## src/rtl/keypad_scanner.sv

```systemverilog
`default_nettype none
// ============================================================================
// Module   : keypad_scanner
// Purpose  : Scans a 4x4 active-low matrix keypad one column at a time,
//            debounces press and release, and encodes each accepted press
//            as a 4-bit key code with a single-cycle key_valid strobe.
//            Codes: digits map to themselves, A-D to 4'hA-4'hD,
//            '*' to 4'hE and '#' (PIN enter) to 4'hF.
// Ports    : clk        system clock (1 kHz)
//            rst        asynchronous, active-high reset
//            row_in     [3:0] keypad rows, active-low
//            col_out    [3:0] column drive, active-low, exactly one bit low
//            key_valid  one-cycle pulse for each newly accepted key
//            key_code   [3:0] code of the last accepted key (held)
// Options  : define KEYPAD_SYNC_EN to pass row_in through a two-flop
//            synchroniser (adds 2 cycles to every row decision and
//            requires SCAN_DWELL >= 3).
// Revision : 1.0 - initial release
// ============================================================================
module keypad_scanner #(
  parameter int SCAN_DWELL      = 4,
  parameter int DEBOUNCE_CYCLES = 20
) (
  input  logic       clk,
  input  logic       rst,
  input  logic [3:0] row_in,
  output logic [3:0] col_out,
  output logic       key_valid,
  output logic [3:0] key_code
);

  localparam int MAX_CNT = (SCAN_DWELL > DEBOUNCE_CYCLES) ? SCAN_DWELL : DEBOUNCE_CYCLES;
  localparam int CNT_W   = $clog2(MAX_CNT + 1);

  localparam logic [CNT_W-1:0] DWELL_LAST = CNT_W'(SCAN_DWELL - 1);
  localparam logic [CNT_W-1:0] DEB_FULL   = CNT_W'(DEBOUNCE_CYCLES);
  localparam logic [CNT_W-1:0] DEB_LAST   = CNT_W'(DEBOUNCE_CYCLES - 1);
  localparam logic [CNT_W-1:0] CNT_SAT    = CNT_W'(MAX_CNT);

  typedef enum logic [1:0] {
    SCAN         = 2'd0,
    DEBOUNCE     = 2'd1,
    WAIT_RELEASE = 2'd2
  } state_t;

  state_t           state, state_n;
  logic [1:0]       col_idx, col_n;
  logic [1:0]       row_idx, row_n;
  logic [CNT_W-1:0] dwell_cnt, dwell_n;
  logic [CNT_W-1:0] deb_cnt, deb_n;
  logic             valid_n;
  logic [3:0]       code_n;

  logic [3:0]       rows_s;
  logic             any_low;
  logic [1:0]       low_row;
  logic             row_good;

  generate
    if (SCAN_DWELL < 1 || DEBOUNCE_CYCLES < 1) begin : g_param_check
      $error("keypad_scanner: SCAN_DWELL and DEBOUNCE_CYCLES must be >= 1");
    end
  endgenerate

`ifdef KEYPAD_SYNC_EN
  logic [3:0] sync1, sync2;

  // Idle level (all rows released) so a reset never looks like a press.
  always_ff @(posedge clk or posedge rst) begin
    if (rst) begin
      sync1 <= 4'hF;
      sync2 <= 4'hF;
    end else begin
      sync1 <= row_in;
      sync2 <= sync1;
    end
  end

  assign rows_s = sync2;

  // The two-cycle lag must fit inside one column dwell, otherwise the
  // evaluated rows would belong to the previously driven column.
  generate
    if (SCAN_DWELL < 3) begin : g_dwell_check
      $error("keypad_scanner: SCAN_DWELL must be >= 3 with KEYPAD_SYNC_EN");
    end
  endgenerate
`else
  assign rows_s = row_in;
`endif

  // Lowest-index low row wins when several keys share the driven column.
  always_comb begin
    low_row = 2'd0;
    for (int i = 3; i >= 0; i--) begin
      if (!rows_s[i]) low_row = 2'(i);
    end
  end

  assign any_low  = ~&rows_s;
  assign row_good = any_low && (low_row == row_idx);
  assign col_out  = ~(4'b0001 << col_idx);

  function automatic logic [CNT_W-1:0] sat_inc(input logic [CNT_W-1:0] v);
    return (v == CNT_SAT) ? v : v + CNT_W'(1);
  endfunction

  function automatic logic [3:0] map_key(input logic [1:0] r, input logic [1:0] c);
    logic [3:0] code;
    case ({r, c})
      4'b00_00: code = 4'h1;
      4'b00_01: code = 4'h2;
      4'b00_10: code = 4'h3;
      4'b00_11: code = 4'hA;
      4'b01_00: code = 4'h4;
      4'b01_01: code = 4'h5;
      4'b01_10: code = 4'h6;
      4'b01_11: code = 4'hB;
      4'b10_00: code = 4'h7;
      4'b10_01: code = 4'h8;
      4'b10_10: code = 4'h9;
      4'b10_11: code = 4'hC;
      4'b11_00: code = 4'hE;
      4'b11_01: code = 4'h0;
      4'b11_10: code = 4'hF;
      default:  code = 4'hD;
    endcase
    return code;
  endfunction

  always_ff @(posedge clk or posedge rst) begin
    if (rst) begin
      state     <= SCAN;
      col_idx   <= 2'd0;
      row_idx   <= 2'd0;
      dwell_cnt <= '0;
      deb_cnt   <= '0;
      key_valid <= 1'b0;
      key_code  <= 4'h0;
    end else begin
      state     <= state_n;
      col_idx   <= col_n;
      row_idx   <= row_n;
      dwell_cnt <= dwell_n;
      deb_cnt   <= deb_n;
      key_valid <= valid_n;
      key_code  <= code_n;
    end
  end

  always_comb begin
    state_n = state;
    col_n   = col_idx;
    row_n   = row_idx;
    dwell_n = dwell_cnt;
    deb_n   = deb_cnt;
    valid_n = 1'b0;
    code_n  = key_code;

    case (state)
      SCAN: begin
        if (dwell_cnt == DWELL_LAST) begin
          if (any_low) begin
            row_n   = low_row;
            deb_n   = '0;
            state_n = DEBOUNCE;
          end else begin
            col_n   = col_idx + 2'd1;
            dwell_n = '0;
          end
        end else begin
          dwell_n = sat_inc(dwell_cnt);
        end
      end

      DEBOUNCE: begin
        // Acceptance is decided one cycle after the last good sample so the
        // strobe lands DEBOUNCE_CYCLES+1 cycles after the first one.
        if (deb_cnt == DEB_FULL) begin
          code_n  = map_key(row_idx, col_idx);
          valid_n = 1'b1;
          deb_n   = '0;
          state_n = WAIT_RELEASE;
        end else if (!row_good) begin
          dwell_n = '0;
          state_n = SCAN;
        end else begin
          deb_n = sat_inc(deb_cnt);
        end
      end

      WAIT_RELEASE: begin
        if (any_low) begin
          deb_n = '0;
        end else if (deb_cnt == DEB_LAST) begin
          col_n   = col_idx + 2'd1;
          dwell_n = '0;
          deb_n   = '0;
          state_n = SCAN;
        end else begin
          deb_n = sat_inc(deb_cnt);
        end
      end

      default: begin
        state_n = SCAN;
        dwell_n = '0;
        deb_n   = '0;
      end
    endcase
  end

endmodule
`default_nettype wire

```

## config.mk

```make
export PLATFORM = sky130hd
export DESIGN_NAME = keypad_scanner
export DESIGN_NICKNAME = d
export VERILOG_FILES = /design/src/rtl/keypad_scanner.sv
export SDC_FILE = /design/constraint.sdc
export NUM_CORES = 1
export LEC_CHECK = 0
export ABC_CLOCK_PERIOD_IN_PS = 2400
export CORE_MARGIN = 2
export CORE_UTILIZATION = 40
export CTS_CLUSTER_DIAMETER = 200
export DETAILED_ROUTE_END_ITERATION = 12
export HOLD_SLACK_MARGIN = 0.05
export SLEW_MARGIN = 20
export SYNTH_ARGS = -nofsm -noshare
export SYNTH_HDL_FRONTEND = slang
export SYNTH_SLANG_ARGS = --single-unit
```

## constraint.sdc

```tcl
create_clock -name clk -period 2.4 [get_ports clk]
set_input_delay 0.48 -clock clk [delete_from_list [all_inputs] [get_ports clk]]
set_output_delay 0.48 -clock clk [all_outputs]
set_load 0.02 [all_outputs]
```

# ---- Word-level counts from Yosys, hierarchy flattened
# Memories as Yosys holds them, arrays and structs flattened. A register that Yosys moved wholly into a read port is not among the register bits.
# Cells that the tools add are included.
dict set report op_classes {
  add_sub_neg 3
  n_eq_ne 19
  shifts 1
  mux 34
  bitwise_logic 2
  reduce_logical 11
}
# operator count
set ops {}
lappend ops {{$mux 5} 14}
lappend ops {{$pmux 5 s3} 2}
lappend ops {{$mux 2} 14}
lappend ops {{$eq 5x5->1 const B} 3}
lappend ops {{$ne 2x2->1 const B} 7}
lappend ops {{$ne 3x3->1 const B} 4}
lappend ops {{$add 5x1->5 const B} 2}
lappend ops {{$reduce_and 5->1} 2}
lappend ops {{$reduce_and 4->1} 2}
lappend ops {{$pmux 2 s3} 1}
lappend ops {{$reduce_and 6->1} 1}
lappend ops {{$eq 5x2->1 const B} 1}
lappend ops {{$ne 4x4->1 const B} 1}
lappend ops {{$not 4->4} 1}
lappend ops {{$pmux 2 s2} 1}
lappend ops {{$shl 1x2->4 const A} 1}
lappend ops {{$reduce_and 3->1} 1}
lappend ops {{$add 2x1->2 const B} 1}
lappend ops {{$eq 2x1->1 const B} 1}
lappend ops {{$eq 2x2->1} 1}
lappend ops {{$eq 2x2->1 const B} 1}
lappend ops {{$logic_not 2->1} 1}
lappend ops {{$mux 1} 2}
lappend ops {{$reduce_and 2->1} 1}
lappend ops {{4 further kinds} 4}
dict set report word_totals {
  reg_bits 17
  mem_bits_ro 64
  inputBits 6
  out_inout_bits 9
  n_memories 1
}
# name depth width rd rd_ports_with_merged_regs wr line
set memory_table {}
lappend memory_table {{(name not given)} 16 4 1 1 0 110} ;# case ({r, c})

# ---- Depth between registers and ports, before layout
# Gate-level depths: netlist (run 1).
dict set report logic_depth {
  depth_word 9
  mapped_depth 8
  mapped_depth_nobuf 8
}

# ---- Least setup slack after synthesis (run 1)
# Ideal clock, no wire load.
dict set report synth_path {
  kind {register -> register}
  from {register dwell_cnt[0]}
  to {register col_idx[1]}
  setup_ps 125
  arrival_ps 1814
  t_required_ps 2275
  setup_slack_ps 461
  stages_incl_launch_ff 6
  path_buffers 1
  cell_sequence {dfrtp_1 -> ha_1 -> or4b_1 -> buf_2 -> a221o_2 -> mux2_4}
}
dict set report synth_between {
  elab_chain_len 3
}
# element line
set synth_rtl {}
lappend synth_rtl {{start, declared} 49} ;# logic [CNT_W-1:0] dwell_cnt, dwell_n;
lappend synth_rtl {{start signal, assigned} 144} ;# dwell_cnt <= dwell_n;
lappend synth_rtl {{$eq 5x2->1} 162} ;# if (dwell_cnt == DWELL_LAST) begin
lappend synth_rtl {{$ne 2x2->1 (no source line)} n/a}
lappend synth_rtl {{$reduce_and 5->1 (no source line)} n/a}
lappend synth_rtl {{end signal, assigned} 142} ;# col_idx <= col_n;
lappend synth_rtl {{end, declared} 47} ;# logic [1:0] col_idx, col_n;
# No other way between the ends.
# A chain may end at the register's enable or synchronous reset.

# ---- Worst setup path after layout (run 1)
dict set report layout_path {
  from {register col_idx[1]}
  to {output port col_out[1]}
}
dict set report layout_between {
  elab_chain_len 2
}
# element line
set layout_rtl {}
lappend layout_rtl {{$shl 1x2->4} 102} ;# assign col_out = ~(4'b0001 << col_idx);
lappend layout_rtl {{$not 4->4} 102}
lappend layout_rtl {{end, declared} 27} ;# output logic [3:0] col_out,
# No other way between the ends.

==> results of run 1 <==
-- critical path, cell delays in order (launching register included) --
cell and delay [ns]:
dfrtp_1 0.46, inv_1 0.12, ha_1 0.23, inv_1 0.06, clkdlybuf4s50_1 0.59
-- flip-flops by register name, summed over array words and instances (netlist names) --
| register | flops |
|---|---|
| key_code | 4 |
| state | 2 |
| row_idx | 2 |
| key_valid | 1 |
| dwell_cnt | 5 |
| deb_cnt | 5 |
| col_idx | 2 |
-- kinds of logic (layout without fill, tap and decap cells) --
kind of cell,count (synthesis),after routing,synth area share (%)
simple gates,51,51,20.4
compound gates,36,36,17.6
buf+inv,22,40,6.32
flops,21,21,36.9
fa+ha+maj,13,13,11.4
mux,8,8,6.85
xor+xnor,1,1,0.615
-- final cells by class --
class | instances | share of cell area [%]
multi-input combinational | 109 | 48.7
clock buffer | 4 | 1.58
tap | 46 | 3.46
inverter | 17 | 3.84
sequential | 21 | 31.7
timing repair buffer | 19 | 10.7
-- layer usage --
metal / wire [um] / global-route usage, % / vias up
met2: 1270 / 24.9 / 23
met1: 1420 / 21.0 / 550
met4: 36 / 7.07 / 0
li1: - / - / 585
met5: 0 / 0 / -
met3: 95 / 2.50 / 4
-- synthesized netlist by cell type, types with 3 or more instances --
library cell  count
nand3_1          10
dfrtp_1          21
nor2_1            3
buf_2             3
nand3b_1          3
a211o_1           3
mux2i_1           6
a211oi_1          3
nand2_1          16
nand4bb_1         3
o21ai_0          12
inv_1            17
ha_1             13
-- where the power goes --
part           leakage (nW)  total (mW)  internal (mW)  switching [mW]
combinational         0.429       0.775          0.371           0.404
clock                0.0150       0.172         0.0648           0.107
sequential            0.282       0.564          0.435           0.129
-- through the flow --
stage               hold WS, ns  std cells  worst slack [ns]  setup TNS (ns)
CTS                       0.498        216            0.0919               0
floorplan                 0.457        152             0.461               0
global placement          0.464        212            0.0495               0
finish                    0.490        216             0.156               0
detailed placement        0.471        212           -0.0400         -0.0755
global route              0.518        216            0.0216               0
-- timing repair --
action                                  CTS  global route
setup buffers                             0             0
hold endpoints to repair                  0             0
endpoints found under the setup margin    0             1
resized for setup                         0             1
-- final timing paths --
check	endpoint	slack (ns)	cells after the start
max in group asynchronous	col_idx[0]$_DFFE_PP0P_	1.68	3
worst min-delay path	dwell_cnt[2]$_DFFE_PP0P_	0.49	3
worst min register to register	key_code[2]$_DFFE_PP0N_	0.49	2
worst max register to register	col_idx[1]$_DFFE_PP0P_	0.28	4
worst max-delay path	col_out[1]	0.16	4
min in group clk	key_code[2]$_DFFE_PP0N_	0.49	2
==> flow_summary_export.csv, run 1 <==
group,metric,value,unit
setup_path,worstSetupEndpointType,"output pin",
synthesis,synth-warning-count,0,
synthesis,yosysTopAreaCell,"dfrtp_1",
finish,syn_to_final_growth,16.6,%
detailed_routing,drc,0,
floorplan,initial_core_util,42.0,%
job,drv_cap,0,
grt,grt_pass1_vias,1100,
setup_path,cp-start-kind,"flip-flop",
detailed_routing,first_pass_iters,4,
clock_network,h-tree-depth,1,
finish,multi_input_area,810,um2
synthesis,synth_area_per_cell,9.38,um2
setup_path,critPathLaunch,"col_idx[1]$_DFFE_PP0P_",
synthesis,synthFlopType,"dfrtp_1",
synthesis,async_reset_ff_share,100,%
synthesis,netlist_instances,152,
grt,grt_pass1_wl,5040,um
worst_hold_path,hold_path_class,"input pin to async pin",
clock_network,cts_buffer_depth,2,
timing,fmax,446,MHz
finish,final_cell_mix,"dfrtp_1, inv_1, nand2_1",
timing,setup_viol,0,
timing,worstMarginPinSlew,0.603,ns
clock_network,cts_buffers,3,
placement,hpwl,2170,um
power,p_total,1.51,mW
floorplan,rows,21,
power,power_density,910,mW/mm2
detailed_routing,drt_iter0_drc,64,
synthesis,synth.area.top_cells,"dfrtp_1, ha_1, inv_1",
clock_network,cts_root_buffer,"clkbuf_4",
power,leakagePower,0.726,nW
floorplan,die_w,63.7,um
finish,seq_area,527,um2
setup_path,cp.arrival,1.76,ns
grt,grt-ovfl-total,0,
grt,grt_max_degree,22,
setup_path,worst_r2r_startpoint,"dwell_cnt[0]$_DFFE_PP0P_",
outcome,outcome,"finished clean",
power,ir_drop,0.312,mV
finish,finalInstanceArea,0.00166,mm2
detailed_routing,antenna_left,0,
timing,period_share,93.5,%
detailed_routing,routed_wl,2820,um
synthesis,syn_nets,171,
floorplan,core_area,0.00339,mm2
clock_network,cts_tree,"yes",
timing,finalMaxSlewViolations,0,
placement,place_area,0.00163,mm2
clock_network,clock_sinks,21,
finish,layout_commonest_cell,"dfrtp_1",
grt,antenna_found_initial,0,
finish,utilization,49.0,%
clock_network,clock_latency,0.30,ns
finish,drive_above_1_share,9.41,%
synthesis,synthesis.area,0.00143,mm2
timing,post-route-min-period,2.24,ns
setup_path,critPathMaxFanout,6,
detailed_routing,dr_total_vias,1162,
finish,fin_nets,190,
timing,grt_setup_unrepaired,"false",
timing,hold_viol,0,
detailed_routing,wl_per_cell,13.0,um
clock_network,holdBufCountCts,0,
setup_path,crit_type,"flip-flop to output pin",
timing,max-slew-margin-rel,59.5,%
finish,nFillCells,321,
synthesis,synth_cell_types,44,
finish,n_antenna_cell,0,
timing,skew,0.00302,ns
synthesis,synth_edf_count,0,
detailed_routing,viasPerCell,5.38,
floorplan,pin_count,15,
floorplan,dieArea,0.00406,mm2
setup_path,crit_required,1.92,ns
synthesis,seq_area_frac_synth,36.9,%
placement,place_congestion,0.792,
clock_network,path_clk_slew,0.12,ns
synthesis,ys_ff_latch,21,
grt,grt_usage,15.7,%
placement,port_buffers,14,
synthesis,netlist.area_leader.share,36.9,%
floorplan,fp.dieH,63.7,um
Note: power is estimated with default switching activity, not from simulation.
==> run 2: changes to the inputs <==
- CAP_MARGIN: not set -> 20
- CORE_UTILIZATION: 40 -> 56
- PLACE_DENSITY: not set -> 0.79
==> run 2 against run 1 <==
Net effect: sequential cell count did not move; register-to-register slack got worse by 0.10 ns; worst setup slack got worse by 0.047 ns; final cell count fell by 6.5%; largest power group unchanged.
==> flow_summary_export.csv, run 2 (same netlist as run 1, synthesis figures left out) <==
group,metric,value,unit
timing,finalMaxSlewViolations,0,
clock_network,cts_root_buffer,"clkbuf_4",
setup_path,path_buf_inv,3,
power,power_density,927,mW/mm2
setup_path,crit_family,"buffers and inverters",
timing,setup_tns,0,ns
detailed_routing,first_pass_iters,4,
clock_network,clock_sinks,21,
power,ir_drop,0.644,mV
setup_path,cp_slowest_cell,"clkdlybuf4s50_1",
placement,port_buffers,14,
detailed_routing,routed_wl,2900,um
clock_network,cts_buffers,3,
setup_path,cp_slowest_stage_delay,0.59,ns
clock_network,path_clk_slew,0.12,ns
setup_path,critPathMaxFanout,6,
setup_path,crit_path_cell_trace,"inv_1 -> ha_1 -> inv_1 -> clkdlybuf4s50_1",
finish,fin_nets,192,
placement,hpwl,2190,um
detailed_routing,viasPerCell,6.04,
detailed_routing,wl_per_cell,14.4,um
floorplan,rows,18,
finish,nFillCells,187,
timing,skew,0.00944,ns
power,p_total,1.54,mW
clock_network,cts_buffer_depth,2,
detailed_routing,dr_total_vias,1220,
timing,whs,0.479,ns
placement,place_congestion,0.773,
finish,n_antenna_cell,0,
timing,hold_viol,0,
clock_network,cts_tree,"yes",
setup_path,crit_required,1.92,ns
floorplan,pin_count,15,
timing,period_share,95.5,%
floorplan,core_area,0.00245,mm2
grt,grt_max_degree,22,
finish,syn_to_final_growth,16.2,%
power,power_frac_comb,52.1,%
clock_network,holdBufCountCts,0,
setup_path,worstSetupEndpointType,"output pin",
power,sw_frac_of_total,42.4,%
power,intPower,0.884,mW
floorplan,fp.dieH,54.4,um
finish,layout_commonest_cell,"dfrtp_1",
grt,grt-ovfl-total,0,
detailed_routing,antenna_left,0,
power,switching_power,0.652,mW
outcome,outcome,"finished clean",
grt,grt_pass1_vias,1070,
timing,max-slew-margin-rel,57.4,%
grt,antenna_found_initial,0,
clock_network,cts.repair.resized,0,
placement,pre_cts_ws,-0.0216,ns
setup_path,cp-start-kind,"flip-flop",
timing,layout_setup_ws,0.109,ns
finish,drive_above_1_share,10.5,%
finish,utilization,67.5,%
setup_path,critPathLaunch,"col_idx[0]$_DFFE_PP0P_",
setup_path,cp.arrival,1.81,ns
grt,grt_usage,21.7,%
timing,grt_setup_unrepaired,"false",
detailed_routing,drt_iter0_drc,40,
finish,final_cell_mix,"dfrtp_1, inv_1, nand2_1",
floorplan,die_w,54.4,um
timing,fmax,437,MHz
detailed_routing,drc,0,
job,drv_cap,0,
power,seqPwrFrac,36.5,%
power,clock_power_share,11.3,%
timing,worstMarginPinSlew,0.634,ns
floorplan,dieArea,0.00296,mm2
finish,largest_registers,"deb_cnt (5), dwell_cnt (5), key_code (4)",
setup_path,worst_r2r_startpoint,"dwell_cnt[0]$_DFFE_PP0P_",
timing,post-route-min-period,2.29,ns
floorplan,initial_core_util,58.1,%
timing,setup_viol,0,
clock_network,h-tree-depth,1,
setup_path,path_common_cell,"inv_1",
clock_network,post-cts-setup-buffers,0,
setup_path,crit_type,"flip-flop to output pin",
clock_network,clock_latency,0.31,ns
worst_hold_path,hold_path_class,"input pin to async pin",
setup_path,r2r_slack,0.18,ns
power,leakagePower,0.739,nW
grt,grt_pass1_wl,4690,um
run 2: cell count changes in the layout (fill, tap and decap cells not counted), sizes merged:
cell / before / now
buf: 5 / 7
clkbuf: 4 / 3
clkinv: 0 / 1
run 2: routing by layer:
| layer | vias up | GRT usage (%) | wire, um |
|---|---|---|---|
| li1 | 586 | - | - |
| met5 | - | 0 | 0 |
| met2 | 45 | 38.0 | 1440 |
| met1 | 582 | 28.2 | 1290 |
| met4 | 0 | 6.25 | 55 |
| met3 | 7 | 2.46 | 118 |
run 2: through the flow:
stage,area [um2],instances
2_1_floorplan,1430,152
3_3_place_gp,1630,198
3_5_place_dp,1630,198
4_1_cts,1660,202
5_1_grt,1660,202
6_report,1660,202
run 2: layout make-up:
| cell class | count | area [um2] | area share, % |
|---|---|---|---|
| multi-input cells | 109 | 810 | 48.9 |
| inverters | 17 | 63.8 | 3.85 |
| flip-flops and latches | 21 | 526 | 31.7 |
| well taps | 30 | 37.5 | 2.27 |
| repair buffers | 21 | 193 | 11.6 |
| clock buffers | 3 | 22.5 | 1.36 |
| clock inverters | 1 | 5.00 | 0.302 |
run 2: worst register-to-register path: cells and delay by family, from the launching register on:
| kind | cells | cell delay, ns |
|---|---|---|
| buffers and inverters | 1 | 0.15 |
| adders and majority gates | 1 | 0.24 |
| DFF | 1 | 0.43 |
| and+or+nand+nor | 4 | 1.11 |
| muxes | 1 | 0.22 |
run 2: power groups by stage:
stage          Combinational [mW]  Sequential [mW]  Clock, mW
2_1_floorplan               0.624            0.500          0
3_5_place_dp                0.795            0.569          0
5_1_grt                     0.895            0.579      0.193
4_1_cts                     0.804            0.561      0.177
3_3_place_gp                0.762            0.562          0
6_report                    0.801            0.561      0.174
run 2: path summary, 6_finish.rpt:
path	endpoint	cells after the start
min reg2reg	key_code[0]$_DFFE_PP0N_	2
max	col_out[0]	4
min	state[0]$_DFFE_PP0P_	3
max in group asynchronous	state[1]$_DFFE_PP0P_	3
max reg2reg	state[1]$_DFFE_PP0P_	7
min in group clk	key_code[0]$_DFFE_PP0N_	2
==> run 3: changes to the inputs <==
- CORE_MARGIN: 2 -> not set
==> run 3 against run 2 <==
Net effect: core utilization rose by 5.2 points; clock power is 3% higher; via count grew 0.41%; critical path type unchanged; critical path depth is the same; die area shrank 7.2%; worst hold slack improved by 0.0024 ns; critical endpoint unchanged; sequential share of layout area decreased by 0.24 points.
==> flow_summary_export.csv, run 3 (same netlist as run 1, synthesis figures left out) <==
group,metric,value,unit
power,ir_drop,0.691,mV
timing,layout_setup_ws,0.127,ns
power,clock_power_share,11.6,%
setup_path,cp-start-kind,"flip-flop",
timing,grt_setup_unrepaired,"false",
detailed_routing,wl_per_cell,14.6,um
detailed_routing,dr_total_vias,1225,
clock_network,cts_root_buffer,"clkbuf_4",
finish,layout_commonest_cell,"dfrtp_1",
setup_path,cp_slowest_stage_delay,0.60,ns
timing,skew,0.00582,ns
timing,worstMarginPinSlew,0.605,ns
placement,place_congestion,0.874,
setup_path,path_common_cell,"inv_1",
timing,max-slew-margin-rel,59.3,%
clock_network,cts.repair.resized,0,
clock_network,clock_sinks,21,
detailed_routing,drc,0,
clock_network,h-tree-depth,1,
finish,layout.cells.non_filler,202,
clock_network,post-cts-setup-buffers,0,
setup_path,cp_slowest_cell,"clkdlybuf4s50_1",
setup_path,path_buf_inv,3,
floorplan,pin_count,15,
timing,hold_viol,0,
finish,fin_nets,194,
grt,grt_usage,25.6,%
detailed_routing,antenna_left,0,
job,drv_cap,0,
placement,hpwl,2230,um
floorplan,initial_core_util,62.0,%
clock_network,clock_latency,0.31,ns
detailed_routing,drt_iter0_drc,31,
clock_network,cts_buffer_depth,2,
power,intPower,0.899,mW
floorplan,die_w,52.4,um
clock_network,holdBufCountCts,0,
timing,fmax,440,MHz
finish,final_cell_mix,"dfrtp_1, inv_1, nand2_1",
worst_hold_path,hold_path_class,"input pin to async pin",
grt,grt-ovfl-total,0,
grt,grt_pass1_wl,5100,um
clock_network,path_clk_slew,0.13,ns
placement,dp.cells,198,
power,power_density,933,mW/mm2
power,leakagePower,0.749,nW
setup_path,crit_path_cell_trace,"inv_1 -> ha_1 -> inv_1 -> clkdlybuf4s50_1",
setup_path,worstSetupEndpointType,"output pin",
power,power_frac_comb,52.3,%
timing,post-route-min-period,2.27,ns
setup_path,crit_family,"buffers and inverters",
timing,setup_viol,0,
power,sw_frac_of_total,42.3,%
setup_path,critPathMaxFanout,6,
floorplan,core_area,0.00230,mm2
finish,syn_to_final_growth,17.1,%
finish,n_antenna_cell,0,
finish,drive_above_1_share,11.5,%
clock_network,cts_buffers,3,
setup_path,cp.arrival,1.79,ns
grt,antenna_found_initial,0,
setup_path,crit_type,"flip-flop to output pin",
placement,port_buffers,14,
floorplan,fp.dieH,52.4,um
detailed_routing,first_pass_iters,4,
grt,grt_max_degree,22,
timing,finalMaxSlewViolations,0,
clock_network,cts_tree,"yes",
finish,largest_registers,"deb_cnt (5), dwell_cnt (5), key_code (4)",
detailed_routing,routed_wl,2940,um
timing,whs,0.481,ns
power,switching_power,0.658,mW
grt,grt_pass1_vias,1181,
outcome,outcome,"finished clean",
power,p_total,1.56,mW
setup_path,crit_required,1.92,ns
floorplan,dieArea,0.00275,mm2
floorplan,rows,17,
power,seqPwrFrac,36.1,%
detailed_routing,viasPerCell,6.06,
timing,period_share,94.7,%
placement,pre_cts_ws,-0.0729,ns
timing,setup_tns,0,ns
-- run 3: cell types whose count changed in the layout (fill, tap and decap cells not counted) --
cell and change:
buf_4 +2
-- run 3: final timing paths --
path / to / from / cells after the start / slack (ns)
hold / removal: key_valid$_DFF_PP0_ / rst / 3 / 0.48
max in group asynchronous: deb_cnt[0]$_DFFE_PP0P_ / rst / 3 / 1.70
setup reg to reg: deb_cnt[4]$_DFFE_PP0P_ / dwell_cnt[1]$_DFFE_PP0P_ / 7 / 0.22
min in group clk: key_code[0]$_DFFE_PP0N_ / key_code[0]$_DFFE_PP0N_ / 2 / 0.49
hold reg to reg: key_code[0]$_DFFE_PP0N_ / key_code[0]$_DFFE_PP0N_ / 2 / 0.49
setup / recovery: col_out[0] / col_idx[0]$_DFFE_PP0P_ / 4 / 0.13
-- run 3: through the flow --
stage | util [%] | area [um2]
after CTS | 72.7 | 1670
after global routing | 72.7 | 1670
after global placement | 71.5 | 1640
after floorplan | - | 1430
final | 72.7 | 1670
after detailed placement | 71.5 | 1640
-- run 3: routing by layer --
layer	track usage (%)	vias to the layer above	wire (um)
met1	31.7	585	1350
met2	42.4	44	1380
met3	4.06	4	159
met5	0	-	0
li1	-	592	-
met4	13.6	0	51
-- run 3: area by class of cell --
type	instances	area (um2)
well taps	28	35.0
repair buffers	23	208
inverters	17	63.8
multi-input cells	109	810
clock buffers	3	22.5
flip-flops and latches	21	526
clock inverters	1	5.00
fillers	181	628
-- run 3: power by group through the flow --
| stage | Combinational, mW | Clock [mW] | Sequential (mW) |
|---|---|---|---|
| final | 0.814 | 0.180 | 0.562 |
| after global routing | 0.911 | 0.203 | 0.576 |
| after CTS | 0.815 | 0.187 | 0.559 |
| after detailed placement | 0.811 | 0 | 0.566 |
| after global placement | 0.780 | 0 | 0.565 |
| after floorplan | 0.624 | 0 | 0.500 |
-- run 3: worst min-delay path, delay by kind of cell --
kind,cells,cell delay (ns)
buf+inv,3,0.72
